[config.mk]
export PLATFORM = sky130hd
export DESIGN_NAME = keysched_des_seq
export DESIGN_NICKNAME = d
export VERILOG_FILES = /design/src/rtl/des_pkg.sv /design/src/rtl/des_pc2_perm.sv /design/src/rtl/keysched_des_seq.sv
export SDC_FILE = /design/constraint.sdc
export NUM_CORES = 1
export LEC_CHECK = 0
export CAP_MARGIN = 20
export CELL_PAD_IN_SITES_DETAIL_PLACEMENT = 1
export CELL_PAD_IN_SITES_GLOBAL_PLACEMENT = 1
export CORE_MARGIN = 2
export CORE_UTILIZATION = 55
export CTS_CLUSTER_SIZE = 24
export DETAILED_ROUTE_END_ITERATION = 8
export DONT_BUFFER_PORTS = 1
export PLACE_DENSITY_LB_ADDON = 0.12
export SLEW_MARGIN = 20
export SYNTH_ARGS = -nofsm -noshare
export SYNTH_HDL_FRONTEND = slang
export SYNTH_HIERARCHICAL = 1
export SYNTH_SLANG_ARGS = --single-unit
[constraint.sdc]
create_clock -name clk -period 4.8 [get_ports clk]
set_input_delay 0.48 -clock clk [delete_from_list [all_inputs] [get_ports clk]]
set_output_delay 0.48 -clock clk [all_outputs]
set_load 0.02 [all_outputs]
[src/rtl/des_pkg.sv]
// Shared DES key-schedule tables, state encoding and bit-permutation helpers.
package des_pkg;

  // FSM state encoding
  typedef logic [1:0] state_t;
  localparam state_t StIdle = 2'd0;
  localparam state_t StLoad = 2'd1;
  localparam state_t StGen  = 2'd2;

  // PC-1: 64-bit key (bit 1 = MSB) to 56-bit C0D0
  localparam int unsigned PC1 [56] = '{
    57, 49, 41, 33, 25, 17,  9,
     1, 58, 50, 42, 34, 26, 18,
    10,  2, 59, 51, 43, 35, 27,
    19, 11,  3, 60, 52, 44, 36,
    63, 55, 47, 39, 31, 23, 15,
     7, 62, 54, 46, 38, 30, 22,
    14,  6, 61, 53, 45, 37, 29,
    21, 13,  5, 28, 20, 12,  4
  };

  // PC-2: 56-bit CD to 48-bit subkey
  localparam int unsigned PC2 [48] = '{
    14, 17, 11, 24,  1,  5,
     3, 28, 15,  6, 21, 10,
    23, 19, 12,  4, 26,  8,
    16,  7, 27, 20, 13,  2,
    41, 52, 31, 37, 47, 55,
    30, 40, 51, 45, 33, 48,
    44, 49, 39, 56, 34, 53,
    46, 42, 50, 36, 29, 32
  };

  // Left-rotation amount applied before round i+1
  localparam logic [1:0] SHIFT [16] = '{
    2'd1, 2'd1, 2'd2, 2'd2, 2'd2, 2'd2, 2'd2, 2'd2,
    2'd1, 2'd2, 2'd2, 2'd2, 2'd2, 2'd2, 2'd2, 2'd1
  };

  function automatic logic [55:0] pc1_perm(input logic [63:0] key);
    logic [55:0] p;
    p = '0;
    for (int i = 0; i < 56; i++) begin
      p[6'(55 - i)] = key[6'(64 - PC1[i])];
    end
    return p;
  endfunction

  // Rotate C and D halves independently by 1 or 2 places
  function automatic logic [55:0] rot_cd(input logic [55:0] cd, input logic [1:0] n,
                                         input logic right);
    logic [27:0] c;
    logic [27:0] d;
    c = cd[55:28];
    d = cd[27:0];
    if (right) begin
      if (n == 2'd2) begin
        c = {c[1:0], c[27:2]};
        d = {d[1:0], d[27:2]};
      end else begin
        c = {c[0], c[27:1]};
        d = {d[0], d[27:1]};
      end
    end else begin
      if (n == 2'd2) begin
        c = {c[25:0], c[27:26]};
        d = {d[25:0], d[27:26]};
      end else begin
        c = {c[26:0], c[27]};
        d = {d[26:0], d[27]};
      end
    end
    return {c, d};
  endfunction

  // High when any byte of the key has even parity
  function automatic logic key_parity_bad(input logic [63:0] key);
    logic       bad;
    logic [7:0] by;
    bad = 1'b0;
    for (int b = 0; b < 8; b++) begin
      by  = 8'(key >> (8 * b));
      bad = bad | ~(^by);
    end
    return bad;
  endfunction

endpackage

[src/rtl/des_pc2_perm.sv]
// Combinational PC-2 permutation: 56-bit CD register to 48-bit round subkey.
module des_pc2_perm
  import des_pkg::*;
(
  input  logic [55:0] cd_i,
  output logic [47:0] subkey_o
);

  // Pure bit permutation
  always_comb begin
    subkey_o = '0;
    for (int i = 0; i < 48; i++) begin
      subkey_o[6'(47 - i)] = cd_i[6'(56 - PC2[i])];
    end
  end

endmodule

[src/rtl/keysched_des_seq.sv]
// Sequential DES / 3DES-EDE key scheduler emitting one 48-bit subkey per
// valid/ready handshake. Optional key parity checking is enabled by defining
// KEYSCHED_PARITY_CHECK_EN.
module keysched_des_seq
  import des_pkg::*;
#(
  parameter int unsigned NKEY = 1
) (
  input  logic               clk,
  input  logic               rst_n,
  input  logic               start,
  input  logic               dec,
  input  logic [64*NKEY-1:0] key_in,
  output logic               busy,
  output logic               sk_valid,
  input  logic               sk_ready,
  output logic [47:0]        subkey,
  output logic [5:0]         sk_idx,
  output logic               sk_last,
  output logic               parity_err
);

  localparam int unsigned KW = 64 * NKEY;

  state_t      state_q, state_d;
  logic [KW-1:0] key_q, key_d;
  logic        dec_q, dec_d;
  logic [1:0]  pass_q, pass_d;
  logic [3:0]  round_q, round_d;
  logic [55:0] cd_q, cd_d;
  logic [47:0] subkey_q, subkey_d;
  logic [5:0]  idx_q, idx_d;
  logic        last_q, last_d;

  logic          mode_dec;
  logic          last_pass;
  int unsigned   kidx;
  logic [KW-1:0] key_sh;
  logic [63:0]   act_key;
  logic          parity_bad;
  logic [47:0]   pc2_out;

  // Key and direction of the current pass; 3DES alternates direction per pass
  always_comb begin
    mode_dec  = dec_q ^ pass_q[0];
    last_pass = (32'(pass_q) == NKEY - 1);
    kidx      = dec_q ? (NKEY - 1 - 32'(pass_q)) : 32'(pass_q);
    key_sh    = key_q << (64 * kidx);
    act_key   = key_sh[KW-1 -: 64];
  end

`ifdef KEYSCHED_PARITY_CHECK_EN
  logic parity_err_q, parity_err_d;

  // Odd parity required on every byte of every key
  always_comb begin
    parity_bad = 1'b0;
    for (int k = 0; k < int'(NKEY); k++) begin
      parity_bad = parity_bad | key_parity_bad(64'(key_in >> (64 * k)));
    end
    parity_err_d = (state_q == StIdle) && start && parity_bad;
  end

  // One-cycle parity failure pulse
  always_ff @(posedge clk or negedge rst_n) begin
    if (!rst_n) parity_err_q <= 1'b0;
    else        parity_err_q <= parity_err_d;
  end

  assign parity_err = parity_err_q;
`else
  assign parity_bad = 1'b0;
  assign parity_err = 1'b0;
`endif

  // Next C/D: PC-1 on load, then one rotation step per accepted beat
  always_comb begin
    cd_d = cd_q;
    case (state_q)
      StLoad: begin
        // Decrypt starts from C16D16, which equals C0D0
        cd_d = mode_dec ? pc1_perm(act_key) : rot_cd(pc1_perm(act_key), SHIFT[0], 1'b0);
      end
      StGen: begin
        if (sk_ready && (round_q != 4'd15)) begin
          cd_d = mode_dec ? rot_cd(cd_q, SHIFT[4'd15 - round_q], 1'b1)
                          : rot_cd(cd_q, SHIFT[round_q + 4'd1], 1'b0);
        end
      end
      default: ;
    endcase
  end

  des_pc2_perm u_pc2 (
    .cd_i    (cd_d),
    .subkey_o(pc2_out)
  );

  // Control FSM and output registers
  always_comb begin
    state_d  = state_q;
    key_d    = key_q;
    dec_d    = dec_q;
    pass_d   = pass_q;
    round_d  = round_q;
    subkey_d = subkey_q;
    idx_d    = idx_q;
    last_d   = last_q;
    case (state_q)
      StIdle: begin
        if (start && !parity_bad) begin
          key_d   = key_in;
          dec_d   = dec;
          pass_d  = 2'd0;
          idx_d   = 6'd0;
          last_d  = 1'b0;
          state_d = StLoad;
        end
      end
      StLoad: begin
        subkey_d = pc2_out;
        round_d  = 4'd0;
        last_d   = 1'b0;
        state_d  = StGen;
      end
      StGen: begin
        if (sk_ready) begin
          if (round_q == 4'd15) begin
            last_d = 1'b0;
            if (last_pass) begin
              state_d = StIdle;
            end else begin
              pass_d  = pass_q + 2'd1;
              idx_d   = idx_q + 6'd1;
              state_d = StLoad;
            end
          end else begin
            round_d  = round_q + 4'd1;
            idx_d    = idx_q + 6'd1;
            subkey_d = pc2_out;
            last_d   = (round_q == 4'd14) && last_pass;
          end
        end
      end
      default: state_d = StIdle;
    endcase
  end

  // State registers with asynchronous clear
  always_ff @(posedge clk or negedge rst_n) begin
    if (!rst_n) begin
      state_q  <= StIdle;
      key_q    <= '0;
      dec_q    <= 1'b0;
      pass_q   <= 2'd0;
      round_q  <= 4'd0;
      cd_q     <= '0;
      subkey_q <= '0;
      idx_q    <= 6'd0;
      last_q   <= 1'b0;
    end else begin
      state_q  <= state_d;
      key_q    <= key_d;
      dec_q    <= dec_d;
      pass_q   <= pass_d;
      round_q  <= round_d;
      cd_q     <= cd_d;
      subkey_q <= subkey_d;
      idx_q    <= idx_d;
      last_q   <= last_d;
    end
  end

  assign busy     = (state_q != StIdle);
  assign sk_valid = (state_q == StGen);
  assign subkey   = subkey_q;
  assign sk_idx   = idx_q;
  assign sk_last  = last_q;

endmodule

==> results of run 1 <==
-- Yosys cell counts, drive strengths merged, types with 3 or more instances --
cell type	instances	area, um^2
mux2	112	1260
inv	9	33.8
a211oi	31	233
a22o	4	35.0
o22ai	33	206
o221ai	55	482
a21oi	67	335
mux2i	113	1130
o21ai	15	82.6
nor2	7	26.3
nand3	8	40.0
dfrtp	152	3800
nand2	38	143
ha	13	163
nand4	3	18.8
nand2b	3	18.8
clkbuf	35	131
a21o	3	22.5
nor3	6	30.0
buf	90	628
or2	3	18.8
o211ai	31	233
-- through the flow --
stage | power [mW] | worst slack [ps] | utilization [%] | hold slack (ps) | instance area [um^2]
2_1_floorplan | 5.29 | 2300 | - | 184 | 9380
3_3_place_gp | 5.74 | 1520 | 54.8 | 187 | 9090
3_5_place_dp | 5.93 | 1440 | 54.8 | 189 | 9090
4_1_cts | 7.40 | 1400 | 58.6 | 96.4 | 9730
5_1_grt | 7.80 | 1190 | 58.6 | 104 | 9730
6_report | 7.39 | 1430 | 58.6 | 60.3 | 9730
-- logic make-up (layout without fill, tap and decap cells) --
kind of cell               after synthesis  count (layout)  synth area share (%)
buffers and inverters                  134              58                  8.51
xor gates and xnor gates                 3               3                 0.362
adders and majority gates               13              13                  1.74
DFF                                    152             152                  40.8
and+or+nand+nor                         80              80                  4.09
other                                    2              17                0.0805
AOI/OAI and AO/OA                      251             251                  18.8
muxes                                  225             225                  25.7
-- registers in the layout, summed over array words and instances (netlist names) --
signal,count
sk_last,1
dec_q,1
key_q,32
round_q,4
subkey,48
sk_idx,6
state_q,2
pass_q,2
cd_q,56
-- power breakdown --
part	switching, mW	leakage, nW	total, mW	internal (mW)
clock network	0.623	0.288	1.41	0.788
logic	2.12	1.85	3.58	1.46
registers	0.697	1.96	2.41	1.71
-- worst paths after layout --
check,cells after the start,slack (ps),end,start
max,7,1430,subkey[12],state_q[0]
min,1,60,sk_idx[3],rst_n
max in group asynchronous,1,4200,cd_q[47],rst_n
max reg2reg,7,1430,subkey[12],state_q[0]
min reg2reg,1,580,key_q[44],key_q[44]
min in group clk,1,180,key_q[57],key_in[57]
-- what timing repair did --
item | CTS | global route
setup buffers | 0 | 0
resized for setup | 0 | 0
hold buffers | 1 | 0
endpoints found under the hold margin | 152 | 0
-- worst reg2reg max path, delay by kind of cell, from the launching register on --
family                     cells  cell delay [ps]
buffers and inverters          3              990
adders and majority gates      1              840
AOI/OAI and AO/OA              2              560
DFF                            1              440
muxes                          1              430
-- routing by layer --
metal	track usage (%)	wire length (um)	share of wire (%)	up-vias
met1	33.7	10100	41	3580
met2	49.8	12900	52	174
met4	12.7	828	3.3	0
met3	5.22	992	4.0	53
met5	0	0	0	-
li1	-	-	-	3064
-- final cells by class --
type	count	area, um^2	area share (%)
Clock buffer	17	425	4.37
Clock inverter	15	183	1.88
Inverter	9	33.8	0.347
Multi-Input combinational cell	589	4840	49.8
Sequential cell	152	3800	39.1
Tap cell	220	275	2.83
Timing Repair Buffer	17	160	1.65
==> flow_metrics.tcl, run 1 <==
set metrics [dict create \
    setup_viol 0 \
    grt_max_degree 153 \
    clockBufferDepth 2 \
    power.density_nw_per_um2 760 \
    hold_viol_final 0 \
    first_iter_violations 437 \
    cts.clk_slew.worst_paths_ps 70 \
    wl_per_cell_um 24.3 \
    core_area_um2 16600 \
    ant_nets 0 \
    drive_gt1_share_pct 21.5 \
    synth_ff_type "dfrtp_1" \
    async_reset_ff_share_pct 100 \
    status "completed" \
    clk_latency_ps 440 \
    die_y_um 134 \
    synth_cell_types 46 \
    critPathArrivalTime_ps 3690 \
    grt_pass1_vias 7495 \
    gp_congestion 0.788 \
    grtUsageTotal_pct 28.3 \
    tightest_slew_ps 1070 \
    syn_to_final_growth_pct 4.31 \
    io_buffers 0 \
    critical-path-max-stage-delay_ps 840 \
    num_vias 6871 \
    instances_no_fill 1019 \
    hold_class "in -> async" \
    h-tree-depth 4 \
    grt_pass1_wl_um 40300 \
    synth_area_um2 9320 \
    final_common_cell "dfrtp_1" \
    cts.sinks 152 \
    rsz0062_at_grt "false" \
    ios 127 \
    slowest_stage "ha_1" \
    crit_buf_inv 3 \
    ys_seq_elements 152 \
    routed_wl_um 24800 \
    required_ps 5120 \
    postSynthAreaPerCell_um2 10.8 \
    cp_max_fo 38 \
    cts_root_buf "clkbuf_16" \
    worst_setup_path_end_kind "flop" \
    criticalPathCategory "reg -> reg" \
    overflow 0 \
    crit_top_cell "inv_1" \
    crit_chain "inv_1 -> ha_1 -> inv_1 -> a21o_1 -> o21ai_4 -> buf_4 -> mux2_2" \
    fp.dieW_um 134 \
    die_area_um2 18000 \
    tns_ps 0 \
    synth_warnings 6 \
    antenna_found_initial 0 \
    antenna_cells 0 \
    cts_tree "done" \
    path_delay_family "buffers and inverters" \
    firstDrtPassIters 5 \
    p_leak_nw 4.10 \
    max_freq_mhz 297 \
    clock_skew_ps 9.84 \
    floorplan.initialDensity_pct 56.2 \
    hpwlAfterDp_um 15400 \
    crit_path_start_kind "flop" \
    synth-seq-area-share_pct 40.8 \
    maxCapViolCount 0 \
    synth_edf_count 0 \
    slew_headroom_pct 28.8 \
    syn_inst 860 \
    finalNetCount 868 \
    via_per_inst 6.74 \
    post-route-min-period_ps 3370 \
    route.detailed.drc 0 \
    min_period_over_period_pct 70.2 \
    cts_inserted_buffers 17 \
    num-fill-cells 1763 \
    final_cell_mix "152 x dfrtp_1, 113 x mux2i_1, 112 x mux2_2" \
    placed_cells 986 \
    drv_slew 0 \
    ir_drop_uv 390 \
    rows 47 \
]
Note: power is estimated with default switching activity, not from simulation.
==> run 2: changes to the inputs <==
- CORE_UTILIZATION: 55 -> 46
- clock period: 4.8 -> 2.7 ns (I/O delays scaled with it)
==> run 2 against run 1 <==
Largest power group unchanged. The flow now finishes with violations (negative hold slack). Final cell count increased by 11%. Sequential cell count unchanged. Sequential power increased by 78%.
==> flow_metrics.tcl, run 2 (synthesis gave the netlist of run 1 again) <==
set metrics [dict create \
    fin_util_pct 52.7 \
    crit_path_start_kind "flop" \
    hold_viol_final 152 \
    rrSetupSlack_ps 130 \
    grt_pass1_vias 7461 \
    max_freq_mhz 389 \
    r2r_cells 10 \
    clock_skew_ps 11.0 \
    finalNetCount 929 \
    syn_to_final_growth_pct 13.2 \
    floorplan.initialDensity_pct 46.5 \
    criticalPathCategory "reg -> reg" \
    crit_end "subkey[9]" \
    hold_buffers 33 \
    post-route-min-period_ps 2570 \
    cts_inserted_buffers 17 \
    maxCapViolCount 0 \
    final_cell_mix "150 x dfrtp_1, 113 x mux2i_1, 112 x mux2_2" \
    grt_pass1_wl_um 41300 \
    tightest_slew_ps 1050 \
    critPathArrivalTime_ps 2940 \
    min_period_over_period_pct 95.1 \
    required_ps 3070 \
    cts_root_buf "clkbuf_16" \
    largest_register "cd_q" \
    setup_viol 0 \
    largest_reg_flops 56 \
    io_buffers 0 \
    ir_drop_uv 553 \
    routed_wl_um 25600 \
    rsz0062_at_grt "false" \
    rows 52 \
    hold_class "in -> async" \
    fin_ws_ps 131 \
    overflow 0 \
    die_y_um 146 \
    cts_tree "done" \
    wl_per_cell_um 22.6 \
    timing.hold.ws_ps -472 \
    drv_slew 0 \
    route.detailed.drc 0 \
    antenna_found_initial 0 \
    power.density_nw_per_um2 1310 \
    die_area_um2 21400 \
    seq_area_um2 3810 \
    cts.sinks 152 \
    fp.dieW_um 146 \
    clk_latency_ps 430 \
    status "finished with violations" \
    num_vias 7072 \
    drive_gt1_share_pct 23.9 \
    p_leak_nw 4.47 \
    h-tree-depth 4 \
    antenna_cells 0 \
    clockBufferDepth 2 \
    worst_setup_path_end_kind "flop" \
    crit_start "pass_q[0]" \
    cts.clk_slew.worst_paths_ps 60 \
    gp_congestion 0.823 \
    via_per_inst 6.26 \
    ios 127 \
    num-fill-cells 2120 \
    ant_nets 0 \
    core_area_um2 20000 \
    cp_max_fo 25 \
    final_common_cell "dfrtp_1" \
    grt_max_degree 153 \
    multi_input_area_um2 4870 \
    dp_slack_ps -43.7 \
    hpwlAfterDp_um 16300 \
    r2r-end "subkey[9]" \
    firstDrtPassIters 5 \
    first_iter_violations 492 \
    violations "negative hold slack" \
    r2r-start "pass_q[0]" \
    slew_headroom_pct 29.4 \
    grtUsageTotal_pct 24.0 \
]
run 2: cell types whose count changed in the layout (fill, tap and decap cells not counted), moves of 3 or more:
| cell | delta |
|---|---|
| clkinv_2 | +3 |
| inv_6 | -4 |
| buf_4 | +11 |
| dlygate4sd3_1 | +33 |
| clkinvlp_4 | -3 |
| buf_12 | +15 |
run 2: per-layer routing:
layer,global-route usage (%),vias to the layer above,routed length [um]
li1,-,3194,-
met3,4.16,56,788
met1,28.9,3667,10300
met2,42.6,155,13600
met4,9.76,0,902
met5,0,-,0
run 2: critical path: stages, from the launching register on:
cell      delay [ps]
dfrtp_1          460
inv_1            110
ha_1             300
and3b_1          300
o21ai_4           90
buf_12           150
buf_12           150
o211ai_1         190
o221ai_1         130
a21oi_1          380
mux2_2           240
run 2: power breakdown:
group	internal, mW	switching, mW	leakage [nW]
clock	1.42	1.01	0.297
combinational	3.24	3.88	2.22
sequential	3.04	1.25	1.96
run 2: how the worst min path moves through the flow:
stage	cells past startpoint	slack, ps	from	to
floorplan	0	-30	rst_n	cd_q[0]
global placement	0	-20	rst_n	key_q[9]
detailed placement	0	-20	rst_n	key_q[1]
CTS	0	-480	rst_n	key_q[9]
global route	0	-490	rst_n	key_q[1]
finish	0	-470	rst_n	key_q[1]
run 2: per-stage QoR:
stage               hold slack [ps]  power (mW)  instance area (um^2)  std cells  setup TNS [ps]
floorplan                     -25.6        9.40                  9380        875               0
global placement              -22.5        10.8                  9470       1057               0
detailed placement            -22.7        11.1                  9470       1057            -173
CTS                            -482        13.7                 10400       1122           -2.77
global route                   -491        14.6                 10600       1129               0
finish                         -472        13.8                 10600       1129               0
run 2: layout make-up:
| class | count | area share (%) |
|---|---|---|
| Clock buffer | 19 | 4.29 |
| Tap cell | 270 | 3.20 |
| Timing Repair Buffer | 78 | 8.65 |
| Clock inverter | 12 | 1.34 |
| Multi-Input combinational cell | 589 | 46.2 |
| Inverter | 9 | 0.320 |
| Sequential cell | 152 | 36.0 |
run 2: timing repair:
action	in CTS	in global routing
cloned	1	1
endpoints found under the hold margin	185	152
gates resized for setup	3	7
pin swaps	0	5
buffers inserted	0	6
setup endpoints to repair	7	38
==> run 3: changes to the inputs <==
- CORE_UTILIZATION: 46 -> 45
- HOLD_SLACK_MARGIN: unset -> 0.05
==> run 3 against run 2 <==
The run still ends with negative hold slack left. Sequential cell count stayed put. Via count is 0.66% higher. Die area is 2.2% higher. Clock skew is 3.9 ps higher. Non-clock buffer count is 1 lower. Count of clock-buffer cells in the layout is 1 higher. Worst setup slack worse by 13 ps. Critical path type unchanged. Critical endpoint is now subkey[7]. Largest cell class unchanged. Highest routed layer unchanged.
==> flow_metrics.tcl, run 3 (synthesis gave the netlist of run 1 again) <==
set metrics [dict create \
    grt_pass1_wl_um 41700 \
    final_common_cell "dfrtp_1" \
    fin_util_pct 52.0 \
    grtUsageTotal_pct 23.7 \
    r2r_cells 11 \
    crit_start "round_q[1]" \
    fp.dieW_um 148 \
    antenna_cells 0 \
    instances_no_fill 1129 \
    timing.hold.ws_ps -466 \
    finalNetCount 928 \
    clock_skew_ps 14.9 \
    r2r-start "round_q[1]" \
    cp_max_fo 21 \
    dp_slack_ps 94.1 \
    p_clk_share_pct 18.6 \
    antenna_found_initial 0 \
    num_vias 7119 \
    overflow 0 \
    route.detailed.drc 0 \
    cts.sinks 152 \
    largest_reg_flops 56 \
    rsz0062_at_grt "true" \
    firstDrtPassIters 5 \
    setup_viol 0 \
    status "finished with violations" \
    fin_area_um2 10600 \
    tns_ps 0 \
    pwr-share-comb_pct 50.9 \
    crit_path_start_kind "flop" \
    placed_area_um2 9480 \
    syn_to_final_growth_pct 13.2 \
    rrSetupSlack_ps 120 \
    num-fill-cells 2128 \
    cts_root_buf "clkbuf_16" \
    cts.clk_slew.worst_paths_ps 60 \
    cts_inserted_buffers 17 \
    hold_viol_final 152 \
    floorplan.initialDensity_pct 45.9 \
    post-route-min-period_ps 2580 \
    p_seq_share_pct 30.6 \
    power.density_nw_per_um2 1310 \
    fin_ws_ps 118 \
    required_ps 3010 \
    criticalPathCategory "reg -> reg" \
    grt_pass1_vias 7732 \
    drv_slew 0 \
    grt_max_degree 153 \
    ir_drop_uv 773 \
    power_mw 13.9 \
    gp_congestion 0.798 \
    tightest_slew_ps 1210 \
    max_freq_mhz 387 \
    hold_buffers 33 \
    via_per_inst 6.31 \
    die_y_um 148 \
    crit_end "subkey[7]" \
    drive_gt1_share_pct 24.0 \
    critPathArrivalTime_ps 2890 \
    worst_setup_path_end_kind "flop" \
    wl_per_cell_um 23.0 \
    p_leak_nw 4.46 \
    internal_power_mw 7.75 \
    r2r-end "subkey[7]" \
    die_area_um2 21900 \
    first_iter_violations 426 \
    clk_latency_ps 440 \
    swShare_pct 44.1 \
    slew_headroom_pct 19.2 \
    io_buffers 0 \
    ant_nets 0 \
    placed_cells 1059 \
    violations "negative hold slack" \
    cts_tree "done" \
    final_cell_mix "152 x dfrtp_1, 113 x mux2i_1, 112 x mux2_2" \
    p_switching_mw 6.12 \
    hpwlAfterDp_um 15800 \
    hold_class "in -> async" \
    min_period_over_period_pct 95.6 \
    h-tree-depth 4 \
    largest_register "cd_q" \
    maxCapViolCount 0 \
    rows 52 \
    ios 127 \
    core_area_um2 20300 \
    routed_wl_um 26000 \
    clockBufferDepth 2 \
]
run 3: power groups by stage:
stage	combinational [mW]	sequential [mW]	clock, mW
2_1_floorplan	5.49	3.91	0
3_3_place_gp	6.49	4.23	0
3_5_place_dp	6.77	4.27	0
4_1_cts	6.86	4.24	2.63
5_1_grt	7.62	4.35	2.73
6_report	7.06	4.24	2.58
run 3: how the worst min path moves through the flow:
| stage | from | endpoint | slack [ps] |
|---|---|---|---|
| after global routing | rst_n | sk_idx[2] | -480 |
| after CTS | rst_n | sk_idx[2] | -480 |
| after detailed placement | rst_n | sk_idx[2] | -20 |
| after global placement | rst_n | sk_idx[2] | -20 |
| after floorplan | rst_n | cd_q[0] | -30 |
| final | rst_n | sk_last | -470 |
run 3: routing by layer:
| layer | up-vias | GRT usage, % | share of wire (%) |
|---|---|---|---|
| li1 | 3189 | - | - |
| met1 | 3715 | 30.0 | 44 |
| met2 | 172 | 40.8 | 50 |
| met3 | 43 | 4.17 | 4.1 |
| met4 | 0 | 8.29 | 2.1 |
| met5 | - | 0 | 0 |
run 3: layout make-up:
| type | instances | area (um^2) | share of cell area, % |
|---|---|---|---|
| tap | 270 | 338 | 3.20 |
| inverter | 9 | 33.8 | 0.320 |
| clock inverter | 12 | 163 | 1.54 |
| timing repair buffer | 77 | 870 | 8.24 |
| multi-input combinational | 589 | 4880 | 46.2 |
| sequential | 152 | 3800 | 36.0 |
| clock buffer | 20 | 467 | 4.42 |
run 3: critical path, cell delays in order (launching register included):
cell       delay [ps]
dfrtp_1           420
buf_4             180
inv_1              90
ha_1              170
nor3_2             60
o31ai_4           200
buf_4             160
clkbuf_16         200
mux2_2            370
o221ai_1          240
a21oi_1           100
mux2_2            270
run 3: what timing repair did:
| action | in CTS | in global routing |
|---|---|---|
| endpoints found under the hold margin | 185 | 152 |
| gates resized for setup | 0 | 10 |
| buffers inserted | 0 | 3 |
| setup endpoints to repair | 0 | 14 |
